**config.mk**
```make
export PLATFORM = sky130hd
export DESIGN_NAME = array_pair_responder
export DESIGN_NICKNAME = d
export VERILOG_FILES = /design/src/rtl/array_pair_responder_pkg.sv /design/src/rtl/array_pair_responder_reg_file.sv /design/src/rtl/array_pair_responder.sv
export SDC_FILE = /design/constraint.sdc
export NUM_CORES = 1
export LEC_CHECK = 0
export CAP_MARGIN = 20
export CORE_MARGIN = 1
export CORE_UTILIZATION = 60
export CTS_BUF_LIST = sky130_fd_sc_hd__clkbuf_4
export CTS_CLUSTER_SIZE = 14
export DETAILED_ROUTE_END_ITERATION = 6
export PLACE_DENSITY = 0.94
export SKIP_LAST_GASP = 1
export SLEW_MARGIN = 20
export SYNTH_ARGS = -nofsm -noshare
export SYNTH_HDL_FRONTEND = slang
export SYNTH_SLANG_ARGS = --single-unit
```
**constraint.sdc**
```tcl
create_clock -name Clk -period 6.2 [get_ports Clk]
set_clock_uncertainty 0.15 [all_clocks]
set_input_delay 1.86 -clock Clk [delete_from_list [all_inputs] [get_ports Clk]]
set_output_delay 1.86 -clock Clk [all_outputs]
set_load 0.01 [all_outputs]
```
**src/rtl/array_pair_responder_pkg.sv**
```systemverilog
// Shared constants and FSM encoding for the
// array-copy memory-side responder.
package array_pair_responder_pkg;

  localparam int DEPTH = 10;
  localparam int WIDTH = 4;
  localparam logic [3:0] LAST_IDX = 4'd9;

  typedef enum logic [3:0] {
    IDLE  = 4'b0001,
    LOAD  = 4'b0010,
    SERVE = 4'b0100,
    DUMP  = 4'b1000
  } state_t;

endpackage

```
**src/rtl/array_pair_responder_reg_file.sv**
```systemverilog
// 10x4 register file: one sync write port and
// one range-guarded combinational read port.
module reg_file_10x4
  import array_pair_responder_pkg::*;
(
  input  logic             Clk,
  input  logic             We,
  input  logic [3:0]       Wa,
  input  logic [WIDTH-1:0] Wd,
  input  logic [3:0]       Ra,
  output logic [WIDTH-1:0] Rd
);

  logic [WIDTH-1:0] mem [DEPTH];

  always_ff @(posedge Clk) begin
    if (We && (Wa <= LAST_IDX)) begin
      mem[Wa] <= Wd;
    end
  end

  assign Rd = (Ra <= LAST_IDX) ? mem[Ra] : '0;

endmodule

```
**src/rtl/array_pair_responder.sv**
```systemverilog
// Responder holding source M and destination N:
// serial M load, copier write capture, N dump.
module array_pair_responder
  import array_pair_responder_pkg::*;
(
  input  logic             Clk,
  input  logic             Reset,
  input  logic             Load_Start,
  input  logic             Load_Valid,
  input  logic [WIDTH-1:0] Load_Data,
  input  logic [3:0]       I,
  output logic [WIDTH-1:0] Ms_of_I,
  input  logic [3:0]       J,
  input  logic             Ns_of_J_Write,
  output logic             Mem_Ready,
  input  logic             Dump_Start,
  output logic             Dump_Valid,
  input  logic             Dump_Ready,
  output logic [WIDTH-1:0] Dump_Data,
  output logic [3:0]       Dump_Index,
  output logic             Dump_Flag,
  output logic             Dump_Last,
  output logic [3:0]       Wr_Cnt,
  output logic             Range_Err,
  output logic             Wr_Err
);

  state_t           state, state_nx;
  logic [3:0]       load_ptr, dump_ptr;
  logic [DEPTH-1:0] nvalid;
  logic [3:0]       wr_cnt;
  logic             range_err, wr_err;
  logic             m_we, n_we;
  logic             in_range, accept;
  logic             serve, dump_go;

  assign in_range = (I <= LAST_IDX) &&
                    (J <= LAST_IDX);
  assign serve    = (state == SERVE);
  assign accept   = Dump_Valid && Dump_Ready;
  assign dump_go  = serve && Dump_Start &&
                    !Load_Start;

  always_comb begin
    state_nx = state;
    m_we     = 1'b0;
    n_we     = 1'b0;
    unique case (1'b1)
      state[0]: begin
        if (Load_Start) state_nx = LOAD;
      end
      state[1]: begin
        m_we = Load_Valid && !Load_Start;
        if (Load_Start) begin
          state_nx = LOAD;
        end else if (m_we &&
                     load_ptr == LAST_IDX) begin
          state_nx = SERVE;
        end
      end
      state[2]: begin
        n_we = Ns_of_J_Write && in_range &&
               !Load_Start;
        if (Load_Start) begin
          state_nx = LOAD;
        end else if (Dump_Start) begin
          state_nx = DUMP;
        end
      end
      state[3]: begin
        if (Load_Start) begin
          state_nx = LOAD;
        end else if (accept &&
                     dump_ptr == LAST_IDX) begin
          state_nx = SERVE;
        end
      end
      default: state_nx = IDLE;
    endcase
  end

  always_ff @(posedge Clk) begin
    if (Reset) begin
      state     <= IDLE;
      load_ptr  <= 4'd0;
      dump_ptr  <= 4'd0;
      nvalid    <= '0;
      wr_cnt    <= 4'd0;
      range_err <= 1'b0;
      wr_err    <= 1'b0;
    end else begin
      state <= state_nx;
      // Every Load_Start enters (or restarts) LOAD
      if (Load_Start) begin
        load_ptr  <= 4'd0;
        nvalid    <= '0;
        wr_cnt    <= 4'd0;
        range_err <= 1'b0;
        wr_err    <= 1'b0;
      end else begin
        if (m_we) load_ptr <= load_ptr + 4'd1;
        if (n_we) begin
          nvalid[J] <= 1'b1;
          if (wr_cnt != 4'hF) begin
            wr_cnt <= wr_cnt + 4'd1;
          end
        end
        if (Ns_of_J_Write && serve && !in_range) begin
          range_err <= 1'b1;
        end
        if (Ns_of_J_Write && !serve) begin
          wr_err <= 1'b1;
        end
      end
      if (dump_go) begin
        dump_ptr <= 4'd0;
      end else if (accept) begin
        dump_ptr <= (dump_ptr == LAST_IDX) ?
                    4'd0 : dump_ptr + 4'd1;
      end
    end
  end

  reg_file_10x4 u_m (
    .Clk (Clk),
    .We  (m_we),
    .Wa  (load_ptr),
    .Wd  (Load_Data),
    .Ra  (I),
    .Rd  (Ms_of_I)
  );

  reg_file_10x4 u_n (
    .Clk (Clk),
    .We  (n_we),
    .Wa  (J),
    .Wd  (Ms_of_I),
    .Ra  (dump_ptr),
    .Rd  (Dump_Data)
  );

  assign Mem_Ready  = serve;
  assign Dump_Valid = (state == DUMP);
  assign Dump_Index = dump_ptr;
  assign Dump_Flag  = (dump_ptr <= LAST_IDX) &&
                      nvalid[dump_ptr];
  assign Dump_Last  = Dump_Valid &&
                      (dump_ptr == LAST_IDX);
  assign Wr_Cnt     = wr_cnt;
  assign Range_Err  = range_err;
  assign Wr_Err     = wr_err;

endmodule

```
### Word-level counts from Yosys, hierarchy flattened

Memories as Yosys holds them, arrays and structs flattened. A register that Yosys moved wholly into a read port is not among the register bits.
Cells that the tools add are included.
W data, S select, Z words.

* bitwise gates (word level): 1
* order comparisons: 7
* mux-type cells: 23
* add/subtract/negate cells: 3
* eq/ne operators: 5
* reduce and logical (&&, ||, !) cells: 23

Operators with widths (number)
* $mux W4: 9
* $logic_and A1 B1 Y1: 17
* $le A4 B4 Y1 const B: 4
* $pmux W4 S4: 1
* $add A4 B1 Y4 const B: 3
* $eq A4 B4 Y1 const B: 3
* $lt A4 B5 Y1 const B: 2
* $or A10 B10 Y10: 1
* $mux W1: 8
* $mux W3: 2
* $bmux W1 S4: 1
* $demux W1 S4: 1
* $eq A4 B3 Y1 const B: 1
* $ge A4 B1 Y1 const B: 1
* $ne A4 B4 Y1 const B: 1
* $reduce_or A2 Y1: 2
* $logic_not A1 Y1: 3
* $mux W2: 1
* $reduce_and A2 Y1: 1

* flip-flop bits (word level): 28
* input bits: 19
* memories kept: 2
* bits in writable memories: 80

Memory list
* u_m.mem: depth 10, width 4, read ports 1, clocked after Yosys merged registers in 0, wr ports 1, line array_pair_responder_reg_file.sv:14 `logic [WIDTH-1:0] mem [DEPTH];`
* u_n.mem: depth 10, width 4, read ports 1, clocked after Yosys merged registers in 1, wr ports 1, line array_pair_responder_reg_file.sv:14

### Longest topological paths before layout

Gate-level depths: netlist (run 1).

* depth after elaboration: 8
* mapped depth: 6
* gate-level depth less buffers: 5

### Modules after synthesis

From an unflattened synthesis (run 1), not the netlist that was laid out.

* cell total of the unflattened synthesis: 350
* area, all modules: 4684.5 um^2

Modules (own cells, without submodules)
* reg_file_10x4: seq. area each 1201.2 um^2, area each 1695.4 um^2, cells an instance 103, times used 2
* array_pair_responder: seq. area each 560.5 um^2, area each 1293.7 um^2, cells an instance 144, times used 1

### Worst setup path before layout (run 1)

Ideal clock, no wire load.

* path kind: input port to output port
* from: input port I[0]
* to: output port Ms_of_I[1]
* required time: 4190 ps
* path buffers: 2
* path slack: 1129 ps
* cell stages on the path: 5
* arrival time: 3061 ps
* path through: buf_4 -> buf_2 -> mux2i_1 -> a2111o_1 -> o21ai_0

* cells in the longest elaborated chain, start to end: 2

RTL lines
* from (decl): line array_pair_responder.sv:11 `input logic [3:0] I,`
* $mem_v2 Z10 W4 / $le A4 B4 Y1 (equally long branches)
* $mux W4 *: line array_pair_responder_reg_file.sv:22 `assign Rd = (Ra <= LAST_IDX) ? mem[Ra] : '0;`
* to (decl): line array_pair_responder.sv:12 `output logic [WIDTH-1:0] Ms_of_I,`

Mark *: on every way between the ends. The rest lies on a longest branch, timed or not.

### Final worst setup path (run 1)

Same ends and word-level chain as after synthesis.

==> results.md, run 1 <==
* Met1 Use GR at 30.7%
* Hold_buf cts at 0
* Layout fillers at approximately 440
* Async set-reset flop share out of synthesis at 0%
* WL per Instance at between 15 and 20 um
* Status: finished clean
* Worst VDD drop at 0.116 mV
* DIE AREA at 0.00803 mm2
* Cell count after synthesis at ~330
* GRT busiest layer: met2
* EDFF count, synth at 80
* Initial antenna violation count at 0
* Tcrit/Tclk final at between 90 and 100%
* Top post-synthesis cells by area: edfxtp_1, dfxtp_1, mux4_2
* Top cell type by total area after synthesis: edfxtp_1
* Chip Width at about 90 um
* Mapped Area at roughly 0.0046 mm2
* Yosys warnings at 0
* Max Clk Rate at 164 MHz
* Antenna-violating nets left at 0
* Pwr dens at between 200 and 250 mW/mm2
* Worst Path Required at roughly 4200 ps
* CTS Buffer Depth at 2
* CTS tree: done
* Sink Count at 112
* Most frequent CP cell: clkdlybuf4s50_1
* Vias in the first global route at around 2700
* Final WL at 9090 um
* Row count at 31
* Gr usage total at between 20% and 30%
* Hpwl dp at 6790 um
* Largest stage delay, worst path at 610 ps
* Final setup violation count at 0
* Crit-path max FO at 10
* Count of port buffers added during placement at 40
* Commonest cells post-synth: edfxtp_1, dfxtp_1, nor2_1, nand2_1, mux2i_1
* Period minus WS final at around 6100 ps
* Worst EP arrival at just over 4000 ps
* Gr ovfl total at 0
* Post-synth cell types at between 40 and 50
* # IOs at a little over 40
* Root Driver: clkbuf_4
* Vias at 2829
* Sequential area share after synthesis at about two thirds
* Number of max-cap violations at 0
* Slew HR at approximately 33%
* Number of synthesized register bits at between 100 and 150
* Slowest library cell on the worst path: clkdlybuf4s50_1
* CTS H-tree depth at 3
* Share of cells above drive strength 1 at ~12%
* Share of the synthesized area in the top cell type at around 52%
* Critical-path cell list: clkdlybuf4s50_1 -> buf_4 -> mux4_2 -> nor2b_1 -> a2111o_1 -> o21ai_0 -> clkdlybuf4s50_1
* CP Capture Type: primary output
* First-pass GRT wire length at 13800 um
* Met3 usage at just under 5%
* Via density at a little under 6
* Met2 Use GR at between 30% and 40%
* Initial DRC count at ~270
* Initial Util at 62.8%
* Critical Path Source Type: primary input
* Reg clk slew, reported paths at approximately 180 ps
* Residual DRC count at 0
* RSZ-0062 raised after global routing: no
* Pin count of the biggest net entering global routing at 22
* NumNets Final at around 400
* Core Region at 0.00733 mm2
* Synth Flop Type: edfxtp_1
* Final GP Congestion at 0.871
* Min-Delay Path Class: flip-flop to flip-flop
* Die height at between 80 and 90 um
* Resized cells post-CTS at 0
* Tightest Pin Transition at around 1000 ps
* N_diodes at 0
* Syn avg cell area at 14.2 um2
* Count leader, synth: edfxtp_1
* Kind of critical path: primary input to primary output
* Leak Pwr at between 0.0015 and 0.002 uW
* Clk_lat worst skew at approximately 460 ps
* Synth Net Count at approximately 350
* Setup Buffers After CTS at 0
* CP delay by family, top: buffers and inverters
* Num CTS Buffers at 9
* Area grow syn2layout at 14.9%
* Hold Vio Cnt, Final at 0
* Bufs and invs on worst path at 3
* Setup TNS at 0 ps
* DR pass1 iterations at 5
* Fin. max-slew vios at 0
* Final Util at 72.2%
report_power, final:
group          total, uW  internal [uW]  switching, uW
Sequential           807            805           2.23
Clock                351           95.9            255
Combinational       66.6           29.5           37.2
Total               1230            930            295
path summary, 6_finish.rpt:
path                            startpoint            end  slack (ps)  depth (start not counted)
worst max-delay path                  I[0]     Ms_of_I[1]         100                          7
worst max register to register    state[2]  u_n.mem[8][2]        3840                          3
worst min-delay path             nvalid[7]      nvalid[7]         340                          1
worst min register to register   nvalid[7]      nvalid[7]         340                          1
kinds of logic after synthesis:
| kind of cell | after synthesis | share of synthesized area [%] |
|---|---|---|
| AND/OR/NAND/NOR | 108 | 12.6 |
| AO/OA/AOI/OAI | 48 | 7.20 |
| XOR/XNOR | 6 | 1.14 |
| buffers and inverters | 17 | 1.55 |
| adder cells (fa/ha/maj) | 5 | 1.36 |
| flip-flops | 112 | 66.1 |
| multiplexers | 29 | 10.1 |
metal layers:
| metal | vias to the layer above | part of all wire (%) |
|---|---|---|
| met3 | 21 | 4.4 |
| met2 | 92 | 51 |
| met1 | 1390 | 42 |
| met5 | - | 0 |
| li1 | 1326 | - |
| met4 | 0 | 2.1 |
placed cells by master (no fill, tap or decap), types with 6 or more instances in the layout:
cell             Yosys  routed
nor2_1              26      26
and2_1               9       9
nand2_1             21      21
a21oi_1              6       6
mux2i_1             15      15
o21a_1               8       8
o21ai_0              9       9
edfxtp_1            80      80
nor2b_1             13      13
mux4_2              14      14
clkbuf_4             0       9
dfxtp_1             32      32
clkdlybuf4s50_1      0      40
nor3_1               7       7
buf_4                1       7
inv_1                6       6
metrics by stage:
step	std cells	total power [uW]	worst slack [ps]	cell area, um2	hold slack [ps]
2_1_floorplan	325	852	1130	4610	282
3_3_place_gp	460	887	149	5130	291
3_5_place_dp	460	890	87.1	5130	307
4_1_cts	476	1220	78.4	5280	347
5_1_grt	476	1270	13.3	5290	370
6_report	476	1230	97.2	5290	344
sequential cells by signal (all words and copies together), names as in the netlist, named ones only:
| name | cells |
|---|---|
| nvalid | 10 |
| state | 4 |
| Dump_Index | 4 |
| load_ptr | 4 |
| u_m.mem | 40 |
| Wr_Err | 1 |
| Wr_Cnt | 4 |
| Range_Err | 1 |
| u_n.mem | 40 |
area by class of cell:
type	count	area, um2	area share, %
multi-input cells	196	1510	28.4
inverters	6	22.5	0.425
repair buffers	47	453	8.56
well taps	99	124	2.34
flip-flops and latches	112	3040	57.5
clock buffers	9	67.6	1.28
clock inverters	7	78.8	1.49
Note: power is estimated with default switching activity, not from simulation.
==> run 2: changes to the inputs <==
ABC_CLOCK_PERIOD_IN_PS = 6200   (was unset)
==> results of run 2 <==
Final layout, timing and power as in run 1 (identical DEF).
